$ cat src/rtl/bus_arb_pkg.sv
// Shared types and helpers for the common-bus arbitration path: requester count,
// FIFO code width, grant FSM states and code decoding.
package bus_arb_pkg;

  localparam int N_REQ  = 8;
  localparam int CODE_W = 4;
  localparam int ID_W   = 3;

  typedef enum logic [2:0] {
    IDLE    = 3'd0,
    POP     = 3'd1,
    LATCH   = 3'd2,
    CHECK   = 3'd3,
    GRANT   = 3'd4,
    RELEASE = 3'd5
  } state_e;

  // Codes 1..N_REQ name a requester; 0 and anything above N_REQ are garbage entries.
  function automatic logic code_is_valid(input logic [CODE_W-1:0] code);
    return (code != {CODE_W{1'b0}}) && (code <= CODE_W'(N_REQ));
  endfunction

  function automatic logic [N_REQ-1:0] code_to_onehot(input logic [CODE_W-1:0] code);
    logic [N_REQ-1:0] oh;
    if (code_is_valid(code)) begin
      oh = N_REQ'(1) << (code - CODE_W'(1));
    end else begin
      oh = {N_REQ{1'b0}};
    end
    return oh;
  endfunction

  function automatic logic [ID_W-1:0] code_to_id(input logic [CODE_W-1:0] code);
    return ID_W'(code - CODE_W'(1));
  endfunction

endpackage

$ cat src/rtl/bus_grant_ctrl_hold_timer.sv
// Grant hold timer: restarts on load, counts while enabled and flags the last
// permitted cycle of a grant.
module hold_timer #(
  parameter int MAX_HOLD = 64,
  parameter int CNT_W    = 7
) (
  input  logic clk,
  input  logic rst,
  input  logic load,
  input  logic en,
  output logic expire
);

  logic [CNT_W-1:0] cnt_r;

  // Hold counter: cleared on load, counts while enabled, parks at MAX_HOLD.
  always_ff @(posedge clk or posedge rst) begin
    if (rst) begin
      cnt_r <= {CNT_W{1'b0}};
    end else if (load) begin
      cnt_r <= {CNT_W{1'b0}};
    end else if (en && (cnt_r != CNT_W'(MAX_HOLD))) begin
      cnt_r <= cnt_r + CNT_W'(1);
    end else begin
      cnt_r <= cnt_r;
    end
  end

  // First grant cycle sees count 0, so this fires on the MAX_HOLD-th held cycle.
  assign expire = en && (cnt_r == CNT_W'(MAX_HOLD - 1));

endmodule

$ cat src/rtl/bus_grant_ctrl.sv
// Bus grant controller: pops requester codes from the request FIFO in arrival order,
// confirms the request is still live and grants the shared bus until release or timeout.
module bus_grant_ctrl
  import bus_arb_pkg::*;
#(
  parameter int MAX_HOLD = 64,
  parameter int CNT_W    = 7
) (
  input  logic              clk,
  input  logic              rst,
  input  logic              fifo_empty,
  input  logic [CODE_W-1:0] fifo_data,
  output logic              fifo_rd_en,
  input  logic [N_REQ-1:0]  req,
  output logic [N_REQ-1:0]  gnt,
  output logic [ID_W-1:0]   gnt_id,
  output logic              gnt_valid,
  output logic              timeout,
  output logic              drop
);

  state_e              state_r, state_nxt_s;
  logic [CODE_W-1:0]   code_r, code_nxt_s;
  logic [N_REQ-1:0]    gnt_r, gnt_nxt_s;
  logic [ID_W-1:0]     gnt_id_r, gnt_id_nxt_s;
  logic                gnt_valid_r, gnt_valid_nxt_s;
  logic                rd_en_r, rd_en_nxt_s;
  logic                timeout_r, timeout_nxt_s;
  logic                drop_r, drop_nxt_s;
  logic                load_s;
  logic                hold_en_s;
  logic                expire_s;
  logic [N_REQ-1:0]    code_oh_s;
  logic                code_ok_s;
  logic                code_live_s;
  logic                owner_live_s;

  assign code_oh_s    = code_to_onehot(code_r);
  assign code_ok_s    = code_is_valid(code_r);
  assign code_live_s  = |(req & code_oh_s);
  assign owner_live_s = req[gnt_id_r];
  assign hold_en_s    = (state_r == GRANT);

  hold_timer #(
    .MAX_HOLD (MAX_HOLD),
    .CNT_W    (CNT_W)
  ) u_hold_timer (
    .clk    (clk),
    .rst    (rst),
    .load   (load_s),
    .en     (hold_en_s),
    .expire (expire_s)
  );

  // Next-state and next-output decode; pulses default low, grant state holds.
  always_comb begin
    state_nxt_s     = state_r;
    code_nxt_s      = code_r;
    gnt_nxt_s       = gnt_r;
    gnt_id_nxt_s    = gnt_id_r;
    gnt_valid_nxt_s = gnt_valid_r;
    rd_en_nxt_s     = 1'b0;
    timeout_nxt_s   = 1'b0;
    drop_nxt_s      = 1'b0;
    load_s          = 1'b0;
    case (state_r)
      IDLE: begin
        if (!fifo_empty) begin
          state_nxt_s = POP;
          rd_en_nxt_s = 1'b1;
        end else begin
          state_nxt_s = IDLE;
        end
      end
      POP: begin
        state_nxt_s = LATCH;
      end
      LATCH: begin
        code_nxt_s  = fifo_data;
        state_nxt_s = CHECK;
      end
      CHECK: begin
        if (!code_ok_s || !code_live_s) begin
          drop_nxt_s  = 1'b1;
          state_nxt_s = RELEASE;
        end else begin
          gnt_nxt_s       = code_oh_s;
          gnt_id_nxt_s    = code_to_id(code_r);
          gnt_valid_nxt_s = 1'b1;
          load_s          = 1'b1;
          state_nxt_s     = GRANT;
        end
      end
      GRANT: begin
        // A request drop wins over a coincident expiry: that is a clean release.
        if (!owner_live_s) begin
          gnt_nxt_s       = {N_REQ{1'b0}};
          gnt_id_nxt_s    = {ID_W{1'b0}};
          gnt_valid_nxt_s = 1'b0;
          state_nxt_s     = RELEASE;
        end else if (expire_s) begin
          gnt_nxt_s       = {N_REQ{1'b0}};
          gnt_id_nxt_s    = {ID_W{1'b0}};
          gnt_valid_nxt_s = 1'b0;
          timeout_nxt_s   = 1'b1;
          state_nxt_s     = RELEASE;
        end else begin
          state_nxt_s = GRANT;
        end
      end
      RELEASE: begin
        gnt_nxt_s       = {N_REQ{1'b0}};
        gnt_id_nxt_s    = {ID_W{1'b0}};
        gnt_valid_nxt_s = 1'b0;
        state_nxt_s     = IDLE;
      end
      default: begin
        gnt_nxt_s       = {N_REQ{1'b0}};
        gnt_id_nxt_s    = {ID_W{1'b0}};
        gnt_valid_nxt_s = 1'b0;
        state_nxt_s     = IDLE;
      end
    endcase
  end

  // State and registered outputs; async reset drops any grant immediately.
  always_ff @(posedge clk or posedge rst) begin
    if (rst) begin
      state_r     <= IDLE;
      code_r      <= {CODE_W{1'b0}};
      gnt_r       <= {N_REQ{1'b0}};
      gnt_id_r    <= {ID_W{1'b0}};
      gnt_valid_r <= 1'b0;
      rd_en_r     <= 1'b0;
      timeout_r   <= 1'b0;
      drop_r      <= 1'b0;
    end else begin
      state_r     <= state_nxt_s;
      code_r      <= code_nxt_s;
      gnt_r       <= gnt_nxt_s;
      gnt_id_r    <= gnt_id_nxt_s;
      gnt_valid_r <= gnt_valid_nxt_s;
      rd_en_r     <= rd_en_nxt_s;
      timeout_r   <= timeout_nxt_s;
      drop_r      <= drop_nxt_s;
    end
  end

  assign fifo_rd_en = rd_en_r;
  assign gnt        = gnt_r;
  assign gnt_id     = gnt_id_r;
  assign gnt_valid  = gnt_valid_r;
  assign timeout    = timeout_r;
  assign drop       = drop_r;

endmodule

$ cat config.mk
export PLATFORM = sky130hd
export DESIGN_NAME = bus_grant_ctrl
export DESIGN_NICKNAME = d
export VERILOG_FILES = /design/src/rtl/bus_arb_pkg.sv /design/src/rtl/bus_grant_ctrl_hold_timer.sv /design/src/rtl/bus_grant_ctrl.sv
export SDC_FILE = /design/constraint.sdc
export NUM_CORES = 1
export LEC_CHECK = 0
export ABC_CLOCK_PERIOD_IN_PS = 2500
export CAP_MARGIN = 25
export CORE_ASPECT_RATIO = 0.9
export CORE_MARGIN = 5
export CORE_UTILIZATION = 40
export DETAILED_ROUTE_END_ITERATION = 12
export DONT_BUFFER_PORTS = 1
export PLACE_DENSITY = 0.68
export SLEW_MARGIN = 20
export SYNTH_ARGS = -nofsm -noshare
export SYNTH_HDL_FRONTEND = slang
export SYNTH_HIERARCHICAL = 1
export SYNTH_SLANG_ARGS = --single-unit
$ cat constraint.sdc
create_clock -name clk -period 2.5 [get_ports clk]
set_input_delay 0.5 -clock clk [delete_from_list [all_inputs] [get_ports clk]]
set_output_delay 0.5 -clock clk [all_outputs]
set_load 0.005 [all_outputs]
* After elaboration in Yosys (flattened, before gate mapping)
Index checks and enable logic that the tools add are counted.
Operators by class: add/subtract/negate cells 2, $mul 0, divide/modulo/power cells 0, order comparisons 2, equality and inequality tests 8, shifts and indexed selects 1, multiplexer cells 31, bitwise operators 2, reduce and logical (&&, ||, !) cells 12
Operator list (number):
- $mux W8 | 4
- $pmux W8 S3 | 1
- $mux W1 | 17
- $pmux W3 S5 | 1
- $mux W7 | 2
- $mux W3 | 3
- $pmux W3 S3 | 1
- $and A8 B8 Y8 | 1
- $reduce_or A8 Y1 | 1
- $shl A1 B4 Y8 const A | 1
- $add A7 B1 Y7 const B | 1
- $eq A7 B6 Y1 const B | 1
- $ne A7 B7 Y1 const B | 1
- $eq A3 B2 Y1 const B | 2
- $le A4 B4 Y1 const B | 1
- $lt A3 B4 Y1 const B | 1
- $reduce_bool A4 Y1 | 1
- $sub A4 B1 Y4 const B | 1
- $bmux W1 S3 | 1
- $eq A3 B1 Y1 const B | 1
- $eq A3 B3 Y1 const B | 1
- $logic_and A1 B1 Y1 | 3
- $logic_not A3 Y1 | 1
- $ne A3 B3 Y1 const B | 1
- other kinds (8) | 9
Storage, ports and cells: bits in registers 29, bits in latches 0, memory bits (writable) 0, bits in read-only memories 0, input bits 15, output and inout port bits 15, logic and storage cells 67, memories 0

* Longest topological paths before layout
Gate-level depths: netlist (run 1).
depth in word-level cells 10, depth in mapped cells 11, depth with buffers taken out 10

* By module
The synthesis (run 1) kept the hierarchy.
Modules (own cells, without submodules):
- bus_grant_ctrl | times used 1, cells each 101, area an instance 1153.6 um^2, seq. area each 550.5 um^2
- hold_timer | times used 1, cells each 47, area an instance 439.2 um^2, seq. area each 175.2 um^2

* Least setup slack after synthesis (run 1)
OpenSTA, ideal clock, no wires.
path kind register to register, start reg code_r[0], end reg u_hold_timer.cnt_r[1], setup time 0.138 ns, data arrival time 2.346 ns, required time 2.362 ns, setup slack 0.016 ns, cell stages (with the launch flop) 11, path buffers 1, period minus slack after synthesis 2.484 ns, cells stage by stage dfrtp_1 -> inv_1 -> ha_1 -> nand2_2 -> o32a_4 -> o32ai_2 -> nand2_1 -> inv_1 -> clkbuf_1 -> nor4b_1 -> or4_1
Between the ends: word-level cells in the longest chain between the ends 10, elaborated cells on any way between the ends 15, classes of those cells 1 x add/sub; 1 x order compare; 1 x shift; 4 x mux; 1 x bitwise; 7 x reduce/logical
Ends and longest elaborated chain:
- start, declared | line bus_grant_ctrl.sv:23 | logic [CODE_W-1:0] code_r, code_nxt_s;
- start signal, assigned | line bus_grant_ctrl.sv:130 | code_r <= {CODE_W{1'b0}};
- start signal, assigned | line bus_grant_ctrl.sv:139 | code_r <= code_nxt_s;
- $sub A4 B1 Y4, or another cell as far along
- $shl A1 B4 Y8 or $logic_and A1 B1 Y1 (tied branches) | line bus_arb_pkg.sv:26, bus_arb_pkg.sv:20
- $mux W8 | line bus_arb_pkg.sv:25 | if (code_is_valid(code)) begin
- $and A8 B8 Y8 | line bus_grant_ctrl.sv:40 | assign code_live_s = |(req & code_oh_s);
- $reduce_or A8 Y1 | line bus_grant_ctrl.sv:40
- $logic_not A1 Y1 | line bus_grant_ctrl.sv:83 | if (!code_ok_s || !code_live_s) begin
- $logic_or A1 B1 Y1 * | line bus_grant_ctrl.sv:83
- $mux W1 * | line bus_grant_ctrl.sv:83
- $mux W1 * | line bus_grant_ctrl.sv:66 | case (state_r)
- net load_s | line bus_grant_ctrl.sv:30 | logic load_s;
- $mux W7 or $reduce_bool A2 Y1 (tied branches)
- end signal, assigned | line bus_grant_ctrl_hold_timer.sv:19 | cnt_r <= {CNT_W{1'b0}};
- end signal, assigned | line bus_grant_ctrl_hold_timer.sv:21 | cnt_r <= {CNT_W{1'b0}};
- end signal, assigned | line bus_grant_ctrl_hold_timer.sv:23 | cnt_r <= cnt_r + CNT_W'(1);
- end, declared | line bus_grant_ctrl_hold_timer.sv:14 | logic [CNT_W-1:0] cnt_r;
The timed path passes the listed nets; every way through them passes the cells marked *. A chain may end at the register's enable or synchronous reset.

* Worst setup path in the final report (run 1)
start reg code_r[0], end reg u_hold_timer.cnt_r[0]
Same word-level chain as after synthesis.

==> results of run 1 <==
[stage by stage]
step | util [%] | hold slack [ns] | area, um^2
floorplan | - | 0.303 | 1590
finish | 48.2 | 0.0188 | 1830
CTS | 48.0 | 0.0171 | 1820
detailed placement | 44.8 | 0.333 | 1700
global route | 48.2 | 0.0313 | 1830
global placement | 44.8 | 0.329 | 1700
[worst max-delay path: stages (launching register included)]
cell and delay (ns):
dfrtp_2 0.44, ha_1 0.28, a22o_1 0.21, a221oi_1 0.23
buf_4 0.18, o32ai_2 0.07, nand2_1 0.14, inv_2 0.07
or4b_1 0.51, o211ai_1 0.11
[registers in the layout, indices dropped and copies added, names as in the netlist]
register / count
u_hold_timer/cnt_r: 7
gnt: 8
gnt_valid: 1
state_r: 3
drop: 1
fifo_rd_en: 1
gnt_id: 3
code_r: 4
timeout: 1
[power by group]
part           switching [uW]  total, uW  internal, uW
registers                 192        816           624
logic                     522        974           453
clock network             179        503           323
total                     893       2290          1400
[how the worst min path moves through the flow]
stage,startpoint,to,slack (ns),depth (start not counted)
after global placement,rst,u_hold_timer/cnt_r[3],0.33,1
after global routing,rst,u_hold_timer/cnt_r[4],0.03,1
after floorplan,rst,u_hold_timer/cnt_r[0],0.30,1
after CTS,rst,u_hold_timer/cnt_r[4],0.02,1
after detailed placement,rst,u_hold_timer/cnt_r[5],0.33,1
final,rst,u_hold_timer/cnt_r[4],0.02,1
[cell type report]
class | instances | share of cell area (%)
multi-input cells | 103 | 44.1
flip-flops and latches | 29 | 39.8
clock buffers | 6 | 4.52
repair buffers | 10 | 4.11
well taps | 46 | 3.15
inverters | 11 | 2.26
clock inverters | 2 | 2.06
[placed cells by master, fill, tap and decap left out, types with 2 or more instances in the layout]
cell / count
inv_2: 3
nand3_1: 3
o21ai_0: 6
nor3b_1: 2
dfrtp_1: 28
or3_1: 2
nand2b_1: 4
mux2i_1: 4
nand2_1: 11
inv_1: 8
clkbuf_8: 6
a22o_1: 9
nor2_1: 9
ha_1: 6
a31oi_1: 2
a22o_2: 2
nor3_1: 2
nand4_1: 3
o2bb2ai_1: 2
a21oi_1: 6
xor2_1: 2
buf_4: 10
mux2_2: 2
[metal layers]
| metal | vias to the layer above | share of wire (%) | wire length [um] | global-route usage, % |
|---|---|---|---|---|
| met5 | - | 0 | 0 | 0 |
| met4 | 0 | 2.2 | 77 | 7.38 |
| met3 | 7 | 5.4 | 187 | 4.11 |
| met2 | 32 | 47 | 1610 | 19.6 |
| met1 | 595 | 45 | 1560 | 16.8 |
| li1 | 565 | - | - | - |
[cells by family (layout without fill, tap and decap cells)]
family / after synthesis / count (layout)
flops: 29 / 29
compound gates: 37 / 37
xor+xnor: 3 / 3
simple gates: 50 / 50
fa+ha+maj: 7 / 7
buf+inv: 16 / 29
mux: 6 / 6
==> results by group, run 1 <==
Run status
  • Status: finished clean

Critical path
  • R2r setup slk: 0.17 ns
  • Reg2Reg Depth: 9
  • Reg2reg start: code_r[0]
  • Crit Path Max Fanout: 5
  • Critical Path Start Type: flip-flop
  • Crit Path Class: flip-flop to flip-flop
  • Worst setup endpoint: u_hold_timer/cnt_r[0]
  • CP arrival: ~2.5 ns
  • Critical path capture point type: flip-flop
  • Crit path launch: code_r[0]
  • RR Endpoint: u_hold_timer/cnt_r[0]
  • Required @ worst endpoint: approximately 2.7 ns

Cells and area
  • Layout Cells excl Fill: 207
  • # diodes: 0
  • Nets: 182
  • Fill count: 365
  • Register area: 727 um^2
  • Area Overhead vs Synth: 14.6%
  • Multi-input logic area: 805 um^2
  • Layout cell share with drive strength beyond 1: about a quarter

Timing
  • Final setup violating endpoints: 0
  • Slew Viols, Final: 0
  • Slew @ Worst Pin: between 0.8 and 0.9 ns
  • PnR worst setup slack: 0.173 ns
  • Final hold viol count: 0
  • Final min period: approximately 2.3 ns
  • Max Clock Skew: 0.0109 ns
  • Relative slew slack: 43.9%
  • F_max: 0.430 GHz
  • Setup_tns: 0 ns
  • Tcrit/Tclk final: 93.1%

Floorplanning
  • Die width: 76.5 um
  • Die Y-Extent: approximately 70 um
  • Core area: around 3800 um^2
  • DIE AREA: 5350 um^2
  • Floorplan row count: 21
  • I/O pin count: 30
  • Starting Density: 42.1%

CTS
  • CTS tree: done
  • TritonCTS buffer count: 5
  • Root Driver: clkbuf_8
  • Worst-path clk slew: 0.07 ns
  • CTS resizes: 0
  • Clock tree buffer depth: 2
  • Hold buffer count at cts: 0
  • CTS sink count: 29
  • H-tree depth: 2
  • Later-pin clock latency in the skew report: 0.29 ns
  • Setup bufs post-CTS: 0

Routing
  • DRC: 0
  • Starting DRT DRC Count: 73
  • Drt total wl: 3440 um
  • Vias/cell: 5.79
  • Routed Antenna Nets: 0
  • Routed len/inst: 16.6 um
  • Pre-antenna DRT Iters: 4
  • Via count: 1199

Place
  • Worst slack, placed: 0.0916 ns
  • # port buffers: 0
  • GP Congestion: 0.859
  • Post-DP HPWL: 2660 um
  • Post-placement cell count: 199

Synth
  • Cell with the most instances after synthesis: dfrtp_1
  • Synth Area in Simple Gates: 19.9%
  • Distinct cells, synth: 47
  • Seq/Total Area, Yosys: 45.6%
  • Post-Syn Area: 1590 um^2
  • Syn. warnings: 6
  • Mux share of post-synthesis cell area: 3.93%
  • Top_reg_cell synth: dfrtp_1
  • Area contributors post-synth: dfrtp_1 46%, ha_1 5.5%, a22o_1 4.9%
  • Share of Yosys cell area claimed by the top area cell type: 45.6%
  • Share of synthesized registers carrying an async set or reset: 100%
  • Cells after synthesis: 148
  • Syn nets: 170
  • Synth Area per Inst: approximately 11 um^2
  • Post-synth EDFFs: 0
  • Synth area leader: dfrtp_1
  • Number of synthesized register bits: 29
  • Synth Area in Adders: under 10%
  • Commonest cells post-synth: 29 x dfrtp_1, 11 x inv_1, 11 x nand2_1
  • Area fraction in compound gates after synthesis: 19.0%
  • Post-synthesis xor/xnor area fraction: 1.65%
  • Largest family of logic cells by synthesized area: simple AND/OR/NAND/NOR gates

Pwr
  • Pwr/cell area: 1260 nW/um^2
  • VDD IR max: 0.550 mV
  • Tot Pwr: 2290 uW
  • Lkg Pwr: 0.000819 uW

Run
  • # Max-Cap Violations: 0

Global routing
  • First-pass GRT wire length: 5540 um
  • Total grt overflow: 0
  • Largest net degree at the start of global routing: 23
  • Number of global-route vias before repair: 1154
  • Overall routing resource usage: 13.1%
  • Antenna violations before repair: 0

Worst hold path
  • HP Class: input port to async pin
No activity file was read; power rests on OpenSTA's default activity.
==> run 2, diff against run 1 <==
--- a/config.mk
+++ b/config.mk
@@ -6,7 +6,6 @@
 export NUM_CORES = 1
 export LEC_CHECK = 0
 export ABC_CLOCK_PERIOD_IN_PS = 2500
-export CAP_MARGIN = 25
 export CORE_ASPECT_RATIO = 0.9
 export CORE_MARGIN = 5
 export CORE_UTILIZATION = 40
@@ -16,5 +15,4 @@
 export SLEW_MARGIN = 20
 export SYNTH_ARGS = -nofsm -noshare
 export SYNTH_HDL_FRONTEND = slang
-export SYNTH_HIERARCHICAL = 1
 export SYNTH_SLANG_ARGS = --single-unit
==> run 2 against run 1 <==
  * Clock-buffer cell count unchanged
  * Clock skew fell by 0.0040 ns
  * Total power shrank 11%
  * Sequential share of layout area is 4.0 points higher
  * First-iteration DRC count decreased by 34%
  * Via count is 10% lower
  * Final cell count is 8.7% lower
  * Critical endpoint is now gnt[3]
  * Sequential power grew 4.8%
  * Clock power fell by 26%
==> results by group, run 2 <==
Run status
  • Status: finished clean

CTS
  • H-tree depth: 2 (unchanged)
  • Root Driver: clkbuf_8
  • CTS resizes: 0 (unchanged)
  • Worst-path clk slew: 0.07 ns (about the same)
  • Clock tree buffer depth: 2 (unchanged)
  • CTS sink count: 29 (unchanged)
  • Hold buffer count at cts: 0 (unchanged)
  • Later-pin clock latency in the skew report: 0.28 ns (about the same)
  • TritonCTS buffer count: 5 (unchanged)
  • CTS tree: done
  • Setup bufs post-CTS: 0 (unchanged)

Critical path
  • Slowest stage delay, CP: 0.42 ns (-0.09 ns)
  • Reg2Reg Depth: 7 (-2)
  • CP Cell Sequence: inv_1 > ha_1 > a22o_1 > a221oi_1 > o32ai_4 > a31oi_4 > a22o_2
  • RR Endpoint: gnt[3]
  • R2r setup slk: 0.22 ns (+0.05 ns)
  • Reg2reg start: code_r[0]
  • CP arrival: 2.50 ns (-0.02 ns)
  • Critical Path Start Type: flip-flop
  • Crit Path Max Fanout: 9 (+4)
  • Cell at the slowest stage of the critical path: dfrtp_1
  • Critical path capture point type: flip-flop
  • Crit Path Class: flip-flop to flip-flop
  • Required @ worst endpoint: 2.72 ns (+0.02 ns)

Routing
  • Starting DRT DRC Count: 48 (-34%)
  • Drt total wl: 3200 um (-7.0%)
  • Vias/cell: 5.70 (-1.6%)
  • Routed len/inst: 16.9 um (+1.9%)
  • Routed Antenna Nets: 0 (unchanged)
  • DRC: 0 (unchanged)
  • Via count: 1077 (-10%)
  • Pre-antenna DRT Iters: 4 (unchanged)

Floorplanning
  • Core area: 3700 um^2 (-2.1%)
  • DIE AREA: 5180 um^2 (-3.2%)
  • Floorplan row count: 21 (unchanged)
  • Starting Density: 41.4% (-0.69 points)
  • Die Y-Extent: 68.8 um (-1.6%)
  • Die width: 75.3 um (-1.6%)
  • I/O pin count: 30 (unchanged)

Timing
  • Final hold viol count: 0 (unchanged)
  • Slew Viols, Final: 0 (unchanged)
  • F_max: 0.439 GHz (+2.1%)
  • Final setup violating endpoints: 0 (unchanged)
  • Max Clock Skew: 0.00687 ns (-0.00404 ns)
  • Setup_tns: 0 ns (unchanged)
  • Relative slew slack: 56.8% (+13 points)
  • Final min period: 2.28 ns (-0.0488 ns)
  • RSZ-0062 raised after global routing: no
  • Tcrit/Tclk final: 91.1% (-2.0 points)
  • Slew @ Worst Pin: 0.643 ns (-0.198 ns)

Cells and area
  • Max reg flops: 8 (unchanged)
  • Layout Cells excl Fill: 189 (-8.7%)
  • # diodes: 0 (unchanged)
  • Commonest cells after routing, fill and taps aside: 29 x dfrtp_1, 12 x nor2_1, 9 x nand2_1, 8 x inv_1, 7 x ha_1
  • Layout cell share with drive strength beyond 1: 16.8% (-6.8 points)
  • Fill count: 340 (-6.8%)
  • Most common cell after layout, fill and taps aside: dfrtp_1
  • Nets: 164 (-9.9%)
  • Area Overhead vs Synth: 8.08%

Synth
  • Area contributors post-synth: dfrtp_1 47%, ha_1 5.7%, a22o_2 3.3%
  • Share of synthesized registers carrying an async set or reset: 100% (unchanged)
  • Syn nets: 159 (-6.5%)
  • Post-Syn Area: 1530 um^2 (-3.7%)
  • Cells after synthesis: 137 (-7.4%)
  • Post-synth EDFFs: 0 (unchanged)
  • Distinct cells, synth: 41 (-13%)
  • Cell with the most instances after synthesis: dfrtp_1
  • Synth area leader: dfrtp_1
  • Number of synthesized register bits: 29 (unchanged)
  • Share of Yosys cell area claimed by the top area cell type: 47.3% (+1.7 points)
  • Synth Area per Inst: 11.2 um^2 (+4.0%)
  • Top_reg_cell synth: dfrtp_1
  • Syn. warnings: 0 (-6)
  • Seq/Total Area, Yosys: 47.3% (+1.7 points)
  • Commonest cells post-synth: 29 x dfrtp_1, 12 x nor2_1, 9 x nand2_1

Pwr
  • Switching Fraction: 41.0% (+2.1 points)
  • NetSw: 841 uW (-5.9%)
  • Pwr/cell area: 1240 nW/um^2 (-1.6%)
  • Lkg Pwr: 0.000756 uW (-7.7%)
  • Comb pwr share: 40.1% (-2.4 points)
  • VDD IR max: 0.362 mV (-34%)
  • Share of power burned in registers: 41.7% (+6.1 points)
  • Internal power: 1210 uW (-14%)
  • Clk pwr share: 18.2% (-3.7 points)

Global routing
  • First-pass GRT wire length: 5490 um (-0.87%)
  • Largest net degree at the start of global routing: 19 (-17%)
  • Overall routing resource usage: 14.4% (+1.2 points)
  • Total grt overflow: 0 (unchanged)
  • Number of global-route vias before repair: 1112 (-3.6%)
  • Antenna violations before repair: 0 (unchanged)

Run
  • # Max-Cap Violations: 0 (unchanged)

Worst hold path
  • HP Class: input port to async pin

Place
  • Post-DP HPWL: 2420 um (-9.1%)
  • GP Congestion: 0.908 (+5.8%)
  • Post-placement cell count: 181 (-9.0%)
  • # port buffers: 0 (unchanged)
[run 2: changes by cell type after synthesis, moves of 4 or more]
cell and change:
a21oi_1 -4, a22o_1 -4, nand2b_1 -4, xnor2_1 +4
[run 2: logic make-up (layout without fill, tap and decap cells)]
group / Yosys count / after routing / synth area share, %
XOR/XNOR: 6 / 6 / 3.43
AND/OR/NAND/NOR: 44 / 44 / 14.8
multiplexers: 7 / 7 / 5.55
AO/OA/AOI/OAI: 31 / 31 / 18.8
flip-flops: 29 / 29 / 47.3
adder cells (fa/ha/maj): 7 / 7 / 5.71
buffers and inverters: 13 / 19 / 4.49
[run 2: stage by stage]
stage          util (%)  worst slack, ns  total power [uW]  cell area, um^2  hold WS [ns]
3_3_place_gp       42.5            0.318              1650             1580         0.500
5_1_grt            44.7           0.0843              2210             1660         0.246
3_5_place_dp       42.5            0.235              1680             1580         0.508
2_1_floorplan         -            0.447              1520             1530         0.490
4_1_cts            44.7            0.205              2060             1660         0.206
6_report           44.7            0.222              2050             1660         0.186
[run 2: power groups by stage]
stage	clock, uW	combinational [uW]	sequential (uW)
after global placement	0	790	856
after CTS	377	827	858
final	373	822	855
after floorplan	0	738	781
after global routing	398	923	885
after detailed placement	0	818	863
[run 2: cell type report]
type                       instances  area (um^2)  area share (%)
inverter                           8         30.0            1.81
tap                               46         57.6            3.47
sequential                        29          726            43.8
timing repair buffer               3         22.5            1.36
multi-input combinational         95          739            44.6
clock buffer                       6         72.6            4.38
clock inverter                     2         10.0           0.604
[run 2: critical path: cells and delay by family, from the launching register on]
| family | cells | cell delay, ns |
|---|---|---|
| AOI/OAI and AO/OA | 5 | 1.40 |
| adders and majority gates | 1 | 0.28 |
| buffers and inverters | 1 | 0.12 |
| DFF | 1 | 0.42 |
[run 2: how the worst max path moves through the flow]
| stage | startpoint | to | slack (ns) | cells after the start |
|---|---|---|---|---|
| after floorplan | code_r[0] | gnt[0] | 0.45 | 7 |
| after global placement | code_r[0] | gnt[3] | 0.32 | 7 |
| after detailed placement | code_r[0] | gnt[1] | 0.23 | 7 |
| after CTS | code_r[0] | gnt[3] | 0.21 | 7 |
| after global routing | code_r[0] | u_hold_timer.cnt_r[5] | 0.08 | 7 |
| final | code_r[0] | gnt[3] | 0.22 | 7 |
[run 2: routing by layer]
layer	part of all wire [%]	wire [um]	up-vias	GRT usage (%)
li1	-	-	506	-
met1	46	1480	538	17.6
met2	45	1440	24	22.8
met3	6.8	219	9	5.51
met4	1.7	55	0	5.90
met5	0	0	-	0
